<file path="src/rtl/score_keeper.sv">
// score_keeper: game-state sequencer for a rhythm game.
// Counts hits and misses during PLAY, handles pause/resume, and ends the game
// as a win (score reaches WIN_SCORE) or a loss (miss count reaches MAX_MISS).
// Every output comes straight from a register.
module score_keeper #(
  parameter int unsigned READY_CYCLES = 4,
  parameter int unsigned MAX_MISS     = 9,
  parameter int unsigned WIN_SCORE    = 15
) (
  input  logic       mid_clk,
  input  logic       rst,
  input  logic       start,
  input  logic       pause,
  input  logic       hit_evt,
  input  logic       miss_evt,
  output logic [2:0] state,
  output logic [3:0] score,
  output logic [3:0] miss,
  output logic       win
);

  typedef enum logic [2:0] {
    IDLE  = 3'b000,
    READY = 3'b001,
    PLAY  = 3'b010,
    PAUSE = 3'b011,
    OVER  = 3'b100
  } state_t;

  localparam logic [3:0] READY_LOAD = 4'(READY_CYCLES - 1);
  localparam logic [3:0] MISS_LIMIT = 4'(MAX_MISS);
  localparam logic [3:0] WIN_LIMIT  = 4'(WIN_SCORE);

  state_t     state_q, state_n;
  logic [3:0] score_q, score_n;
  logic [3:0] miss_q, miss_n;
  logic       win_q, win_n;
  logic [3:0] rcnt_q, rcnt_n;
  logic       start_q, pause_q;
  logic       start_stb, pause_stb;
  logic [3:0] score_inc, miss_inc;
  logic       any_evt;

  // Increment that sticks at 15 instead of wrapping.
  function automatic logic [3:0] sat_inc(input logic [3:0] v);
    return (v == 4'hF) ? v : v + 4'd1;
  endfunction

  // Edge-detect registers; cleared by reset so a level held across reset
  // release counts as one rising edge.
  always_ff @(posedge mid_clk or negedge rst) begin
    if (!rst) begin
      start_q <= 1'b0;
      pause_q <= 1'b0;
    end else begin
      start_q <= start;
      pause_q <= pause;
    end
  end

  assign start_stb = start & ~start_q;
  assign pause_stb = pause & ~pause_q;
  assign score_inc = sat_inc(score_q);
  assign miss_inc  = sat_inc(miss_q);
  assign any_evt   = hit_evt | miss_evt;

  // State, counter and result registers.
  always_ff @(posedge mid_clk or negedge rst) begin
    if (!rst) begin
      state_q <= IDLE;
      score_q <= '0;
      miss_q  <= '0;
      win_q   <= 1'b0;
      rcnt_q  <= '0;
    end else begin
      state_q <= state_n;
      score_q <= score_n;
      miss_q  <= miss_n;
      win_q   <= win_n;
      rcnt_q  <= rcnt_n;
    end
  end

  // Next-state and next-counter logic.
  always_comb begin
    state_n = state_q;
    score_n = score_q;
    miss_n  = miss_q;
    win_n   = win_q;
    rcnt_n  = rcnt_q;
    case (state_q)
      IDLE: begin
        if (start_stb) begin
          state_n = READY;
          score_n = '0;
          miss_n  = '0;
          win_n   = 1'b0;
          rcnt_n  = READY_LOAD;
        end
      end
      READY: begin
        if (rcnt_q == 4'd0) state_n = PLAY;
        else                rcnt_n  = rcnt_q - 4'd1;
      end
      PLAY: begin
        // A pause edge coinciding with a hit/miss is dropped so the event is
        // never lost; the player must press pause again.
        if (pause_stb && !any_evt) begin
          state_n = PAUSE;
        end else begin
          if (hit_evt)  score_n = score_inc;
          if (miss_evt) miss_n  = miss_inc;
          // Loss is checked first so it wins when both limits hit together.
          if (miss_evt && miss_inc == MISS_LIMIT) begin
            state_n = OVER;
            win_n   = 1'b0;
          end else if (hit_evt && score_inc == WIN_LIMIT) begin
            state_n = OVER;
            win_n   = 1'b1;
          end
        end
      end
      PAUSE: begin
        if (start_stb)      state_n = IDLE;
        else if (pause_stb) state_n = PLAY;
      end
      OVER: begin
        if (start_stb) begin
          state_n = READY;
          score_n = '0;
          miss_n  = '0;
          win_n   = 1'b0;
          rcnt_n  = READY_LOAD;
        end
      end
      default: state_n = IDLE;
    endcase
  end

  assign state = state_q;
  assign score = score_q;
  assign miss  = miss_q;
  assign win   = win_q;

endmodule

</file>
<file path="config.mk">
export PLATFORM = sky130hd
export DESIGN_NAME = score_keeper
export DESIGN_NICKNAME = d
export VERILOG_FILES = /design/src/rtl/score_keeper.sv
export SDC_FILE = /design/constraint.sdc
export NUM_CORES = 1
export LEC_CHECK = 0
export CORE_MARGIN = 2
export CORE_UTILIZATION = 47
export DETAILED_ROUTE_END_ITERATION = 7
export GPL_ROUTABILITY_DRIVEN = 0
export PLACE_DENSITY = 0.72
export SYNTH_ARGS = -nofsm -noshare
export SYNTH_HDL_FRONTEND = slang
export SYNTH_SLANG_ARGS = --single-unit
</file>
<file path="constraint.sdc">
create_clock -name mid_clk -period 2.4 [get_ports mid_clk]
set_input_delay 0.48 -clock mid_clk [delete_from_list [all_inputs] [get_ports mid_clk]]
set_output_delay 0.48 -clock mid_clk [all_outputs]
set_load 0.01 [all_outputs]
</file>
==> results.yml, run 1 <==
timing:
  fin_ws_ns: 0.431
  hold_viol_final: 0
  fmax_mhz: 508
  tightest_slew_ns: 0.494
  max-slew-margin-rel_pct: 66.6
  worst_clock_skew_ns: 0.00661
  setup_tns_ns: 0
  rsz0062_at_grt: "no"
  drv_slew: 0
  finalCritPeriodShare_pct: 82.0
  setup_viol: 0
  fin_crit_ns: 1.97
synth:
  yosys.area.top_type_share_pct: 41.5
  mappedNetlistArea_sq_um: 1080
  synth_fa_ha_area_share_pct: 4.61
  syn-instance-count: 116
  synth_simple_gate_area_share_pct: 24.6
  synthFlopType: "dfrtp_1"
  synth_compound_area_share_pct: 22.0
  yosysUniqueCellTypes: 41
  synth_area_leaders: "dfrtp_1 42%, a21oi_1 6.5%, ha_1 4.6%"
  syn_nets: 126
  yosys_warnings: 0
  yosysTopAreaCell: "dfrtp_1"
  synth_xor_xnor_area_share_pct: 0
  ys_ff_latch: 18
  synthMuxAreaShare_pct: 3.00
  syn_avg_cell_area_sq_um: 9.35
  synth_top_family_by_area: "simple AND/OR/NAND/NOR gates"
  synth_edf_count: 0
  synthArstFlopShare_pct: 100
  ys_seq_area_share_pct: 41.5
critical_path:
  worst_ep_arrival_time_ns: 1.49
  rr_endpoint: "state[2]"
  crit_fanout: 12
  crit_family: "buffers and inverters"
  reg2reg_depth: 6
  regToRegSetupSlack_ns: 0.53
  crit_chain: "clkdlybuf4s50_1"
  worstPathRequired_ns: 1.92
  max_stage_delay_ns: 0.61
  cp-end-kind: "primary output"
  r2r_start: "rcnt_q[0]"
  cp_slowest_cell: "clkdlybuf4s50_1"
  critPathKind: "reg -> out"
  worstSetupStartpointType: "flip-flop"
  critPathBufInv: 1
grt:
  gr-total-overflow: 0
  grt_usage_pct: 20.0
  grt_pass1_vias: 904
  antenna_found_initial: 0
  grt_max_degree: 19
  grt_pass1_wl_mm: 3.93
place:
  placed_area_sq_um: 1270
  port_buffers: 17
  place_inst: 157
  place_ws_ns: 0.173
  dpl.hpwl_mm: 1.78
cells_and_area:
  instances_no_fill: 161
  drive_gt1_share_pct: 10.5
  area_growth_pct: 20.1
  diodes: 0
  final_cell_area_sq_um: 1300
  final_net_count: 144
min_path:
  hold_path.class: "reg -> reg"
  hold_depth: 1
  hold_path_end: "rcnt_q[3]"
  min_from: "rcnt_q[3]"
clocking:
  clockBufferDepth: 2
  clk_pin_slew_ns: 0.11
  cts.sinks: 18
  tritoncts: "done"
  ctsHtreeMaxLevel: 1
  cts_root_buf: "clkbuf_4"
  hold_buffers: 0
  clk_latency_ns: 0.30
  ctsResizeCount: 0
  post-cts-setup-buffers: 0
  cts_made_buffers: 3
route:
  dr.pass1.iters: 4
  routedWlPerCell_um: 14.7
  drc_errors: 0
  vias: 963
  avgViaCountPerCell: 5.98
  ant_nets: 0
  routed_wl_mm: 2.36
  drt_first_iter_violations: 12
power_and_ir_drop:
  pwr-share-clk_pct: 13.1
  leakage_nw: 0.537
  finalPower_w: 0.00145
  intPower_w: 0.000857
  power_frac_seq_pct: 38.7
  p_per_area_nw_per_um2: 1120
  sw_frac_of_total_pct: 41.0
  switchingPower_w: 0.000597
  ir_worst_vdd_mv: 0.550
  combinationalPowerShare_pct: 48.2
floorplan:
  core_region_area_sq_um: 2190
  start_util_pct: 49.5
  ios: 18
  die_x_um: 52.0
  row_count: 17
  die_area_sq_um: 2710
  die_h_um: 52.0
job:
  max_cap_viol_count: 0
run_status:
  status: "finished clean"
## power groups by stage
stage / Clock, W / Sequential (W) / Combinational (W)
final: 0.000191 / 0.000562 / 0.000700
after global routing: 0.000208 / 0.000587 / 0.000784
after CTS: 0.000195 / 0.000560 / 0.000707
after detailed placement: 0 / 0.000567 / 0.000703
after global placement: 0 / 0.000562 / 0.000682
after floorplan: 0 / 0.000536 / 0.000496
## per-stage QoR
stage	hold WS, ns	utilization [%]
3_5_place_dp	0.471	57.8
6_report	0.481	59.5
4_1_cts	0.487	59.5
2_1_floorplan	0.184	-
5_1_grt	0.512	59.5
3_3_place_gp	0.459	57.8
## worst register-to-register path, cell delays in order, from the launching register on
cell,delay [ns]
dfrtp_1,0.42
inv_1,0.10
ha_1,0.14
or3b_1,0.37
and3_4,0.22
o31a_1,0.30
a311oi_1,0.22
## flip-flops by register name, summed over array words and instances, names as in the netlist
signal	cells
miss	4
pause_q	1
rcnt_q	4
score	4
start_q	1
state	3
win	1
## routing by layer
layer,up-vias,global-route usage [%],wire length [um]
met5,-,0,0
met4,0,11.0,46
met3,6,4.89,90
met2,25,32.1,1170
met1,461,24.4,1060
li1,471,-,-
## cells in the final DEF, fill, tap and decap left out, drive strengths merged
cell type,Yosys,layout
nor2b,3,3
a31o,1,1
and3,5,5
buf,3,1
a22o,2,2
o221a,1,1
or2,1,1
ha,4,4
inv,4,4
o2111a,1,1
o21ai,9,9
clkbuf,2,4
and2,1,1
clkdlybuf4s50,0,17
a211oi,1,1
a41oi,2,2
a21oi,16,16
nand2b,3,3
or3b,2,2
or3,1,1
nand3,3,3
nand3b,5,5
o211ai,1,1
nand2,9,9
nor3,3,3
nor3b,1,1
nor4,2,2
a311oi,1,1
dfrtp,18,18
nor2,3,3
a21boi,1,1
mux2i,1,1
or4,1,1
nor4b,1,1
mux2,2,2
o31a,1,1
nand4,1,1
## synthesized netlist by cell type (all sizes together) (2+ instances only)
cell type and instances:
nor2 3, nor2b 3, mux2 2, o21ai 9, a21oi 16, a22o 2
nand3 3, or3b 2, a41oi 2, dfrtp 18, inv 4, nor3 3
ha 4, nor4 2, and3 5, buf 3, clkbuf 2, nand2 9
nand2b 3, nand3b 5
## area by class of cell
cell class,instances,area [sq um]
Sequential cell,18,450
Timing Repair Buffer,18,178
Clock buffer,4,36.3
Tap cell,28,35.0
Multi-Input combinational cell,89,588
Inverter,4,15.0
Fill cell,191,888
## worst max-delay path by stage
stage,start,to,slack [ns],cells after the start
global route,state[0],state[0],0.35,1
detailed placement,start,score[0],0.17,5
floorplan,rcnt_q[0],state[0],0.58,6
global placement,start,score[0],0.24,5
CTS,state[0],state[0],0.43,1
finish,state[0],state[0],0.43,1
## kinds of logic (layout without fill, tap and decap cells)
group                    count (synthesis)  after routing
flip-flops                              18             18
adder cells (fa/ha/maj)                  4              4
AO/OA/AOI/OAI                           37             37
multiplexers                             3              3
buffers and inverters                    9             26
AND/OR/NAND/NOR                         45             45
Note: power is estimated with default switching activity, not from simulation.
==> inputs of run 2 (changes only) <==
==> constraint.sdc (replaced) <==
create_clock -name mid_clk -period 1.9 [get_ports mid_clk]
set_input_delay 0.38 -clock mid_clk [delete_from_list [all_inputs] [get_ports mid_clk]]
set_output_delay 0.38 -clock mid_clk [all_outputs]
set_load 0.01 [all_outputs]
==> results.yml, run 2 (synthesized netlist as in run 1, its figures left out) <==
clocking:
  clk_pin_slew_ns: 0.11
  cts.sinks: 18
  tritoncts: "done"
  clk_latency_ns: 0.30
  cts_root_buf: "clkbuf_4"
  cts_made_buffers: 3
  ctsHtreeMaxLevel: 1
  hold_buffers: 0
  clockBufferDepth: 2
timing:
  fin_crit_ns: 1.80
  drv_slew: 0
  finalCritPeriodShare_pct: 94.6
  setup_viol: 0
  fin_ws_ns: 0.104
  tightest_slew_ns: 0.305
  rsz0062_at_grt: "no"
  hold_viol_final: 0
  worst_clock_skew_ns: 0.00444
  max-slew-margin-rel_pct: 79.6
  fmax_mhz: 557
power_and_ir_drop:
  p_per_area_nw_per_um2: 1400
  leakage_nw: 0.586
  ir_worst_vdd_mv: 0.809
job:
  max_cap_viol_count: 0
route:
  routed_wl_mm: 2.46
  vias: 996
  routedWlPerCell_um: 14.4
  drc_errors: 0
  dr.pass1.iters: 4
  avgViaCountPerCell: 5.82
  drt_first_iter_violations: 14
  ant_nets: 0
grt:
  grt_usage_pct: 21.4
  grt_pass1_wl_mm: 4.33
  antenna_found_initial: 0
  gr-usage-met3_pct: 4.02
  use_met1_pct: 28.4
  gr-total-overflow: 0
  grt_max_degree: 19
  grt-busiest-layer: "met2"
  grt_pass1_vias: 977
  grt_use_met2_pct: 34.2
floorplan:
  core_region_area_sq_um: 2190
  start_util_pct: 49.5
  die_x_um: 52.0
  ios: 18
  die_h_um: 52.0
  die_area_sq_um: 2710
  row_count: 17
cells_and_area:
  instances_no_fill: 171
  multiInputGateArea_sq_um: 588
  final_cell_mix: "17 x clkdlybuf4s50_1, 17 x dfrtp_1, 14 x a21oi_1"
  drive_gt1_share_pct: 17.5
  final_net_count: 154
  diodes: 0
  area_growth_pct: 27.1
  seqCellArea_sq_um: 452
  num-fill-cells: 181
critical_path:
  crit_fanout: 10
  regToRegSetupSlack_ns: 0.10
  worstSetupStartpointType: "flip-flop"
  cp-end-kind: "flip-flop"
  rr_endpoint: "state[0]"
  worstPathRequired_ns: 2.09
  r2r_start: "rcnt_q[1]"
  critPathKind: "reg -> reg"
  worst_ep_arrival_time_ns: 1.98
  reg2reg_depth: 5
place:
  dpl.hpwl_mm: 1.77
  place_ws_ns: -0.0934
  place_inst: 165
  port_buffers: 17
run_status:
  status: "finished clean"
min_path:
  hold_path.class: "in -> async"
run 2: cell count changes in the layout (fill, tap and decap cells not counted), sizes merged:
cell | before | now
buf | 1 | 11
run 2: routing by layer:
layer  vias to the layer above  wire (um)  part of all wire, %
li1                        485          -                    -
met1                       488       1130                   46
met2                        19       1230                   50
met3                         4         71                  2.9
met4                         0         28                  1.1
met5                         -          0                    0
run 2: area by class of cell:
cell class | count | area share [%]
Inverter | 4 | 1.09
Sequential cell | 18 | 32.8
Clock buffer | 4 | 2.63
Multi-Input combinational cell | 89 | 42.6
Timing Repair Buffer | 28 | 18.3
Tap cell | 28 | 2.54
run 2: metrics by stage:
step	util, %	TNS, ns	power [W]	instance area, sq um	hold WS [ns]
floorplan	-	0	0.00130	1080	0.0844
global placement	60.5	-0.144	0.00162	1330	0.460
global route	62.9	0	0.00209	1380	0.406
detailed placement	60.5	-0.380	0.00165	1330	0.476
CTS	62.2	0	0.00190	1360	0.406
finish	62.9	0	0.00193	1380	0.391
run 2: worst max-delay path, stage by stage, from the launching register on:
cell and delay, ns:
dfrtp_1 0.41, inv_1 0.08, ha_1 0.14, or3b_1 0.36, and3_4 0.22, or3_2 0.48
run 2: how the worst max path moves through the flow:
stage                     slack [ns]        to  startpoint  depth (start not counted)
final                           0.10  state[0]   rcnt_q[1]                          5
after global routing            0.01  state[2]   rcnt_q[1]                          6
after CTS                      0.002  state[0]    state[0]                          1
after detailed placement       -0.09   miss[0]       start                          5
after global placement         -0.05   miss[0]       start                          5
after floorplan                 0.08  state[0]   rcnt_q[0]                          6
run 2: what timing repair did:
action                     4_1_cts  5_1_grt
buffers inserted                 0        2
gates resized for setup          0        1
setup endpoints to repair        0        3
run 2: report_power, final:
part / switching [W] / leakage, nW / internal [W]
logic: 0.000450 / 0.336 / 0.000522
registers: 0.000197 / 0.228 / 0.000512
clock network: 0.000129 / 0.0210 / 0.000117
total: 0.000776 / 0.586 / 0.00115
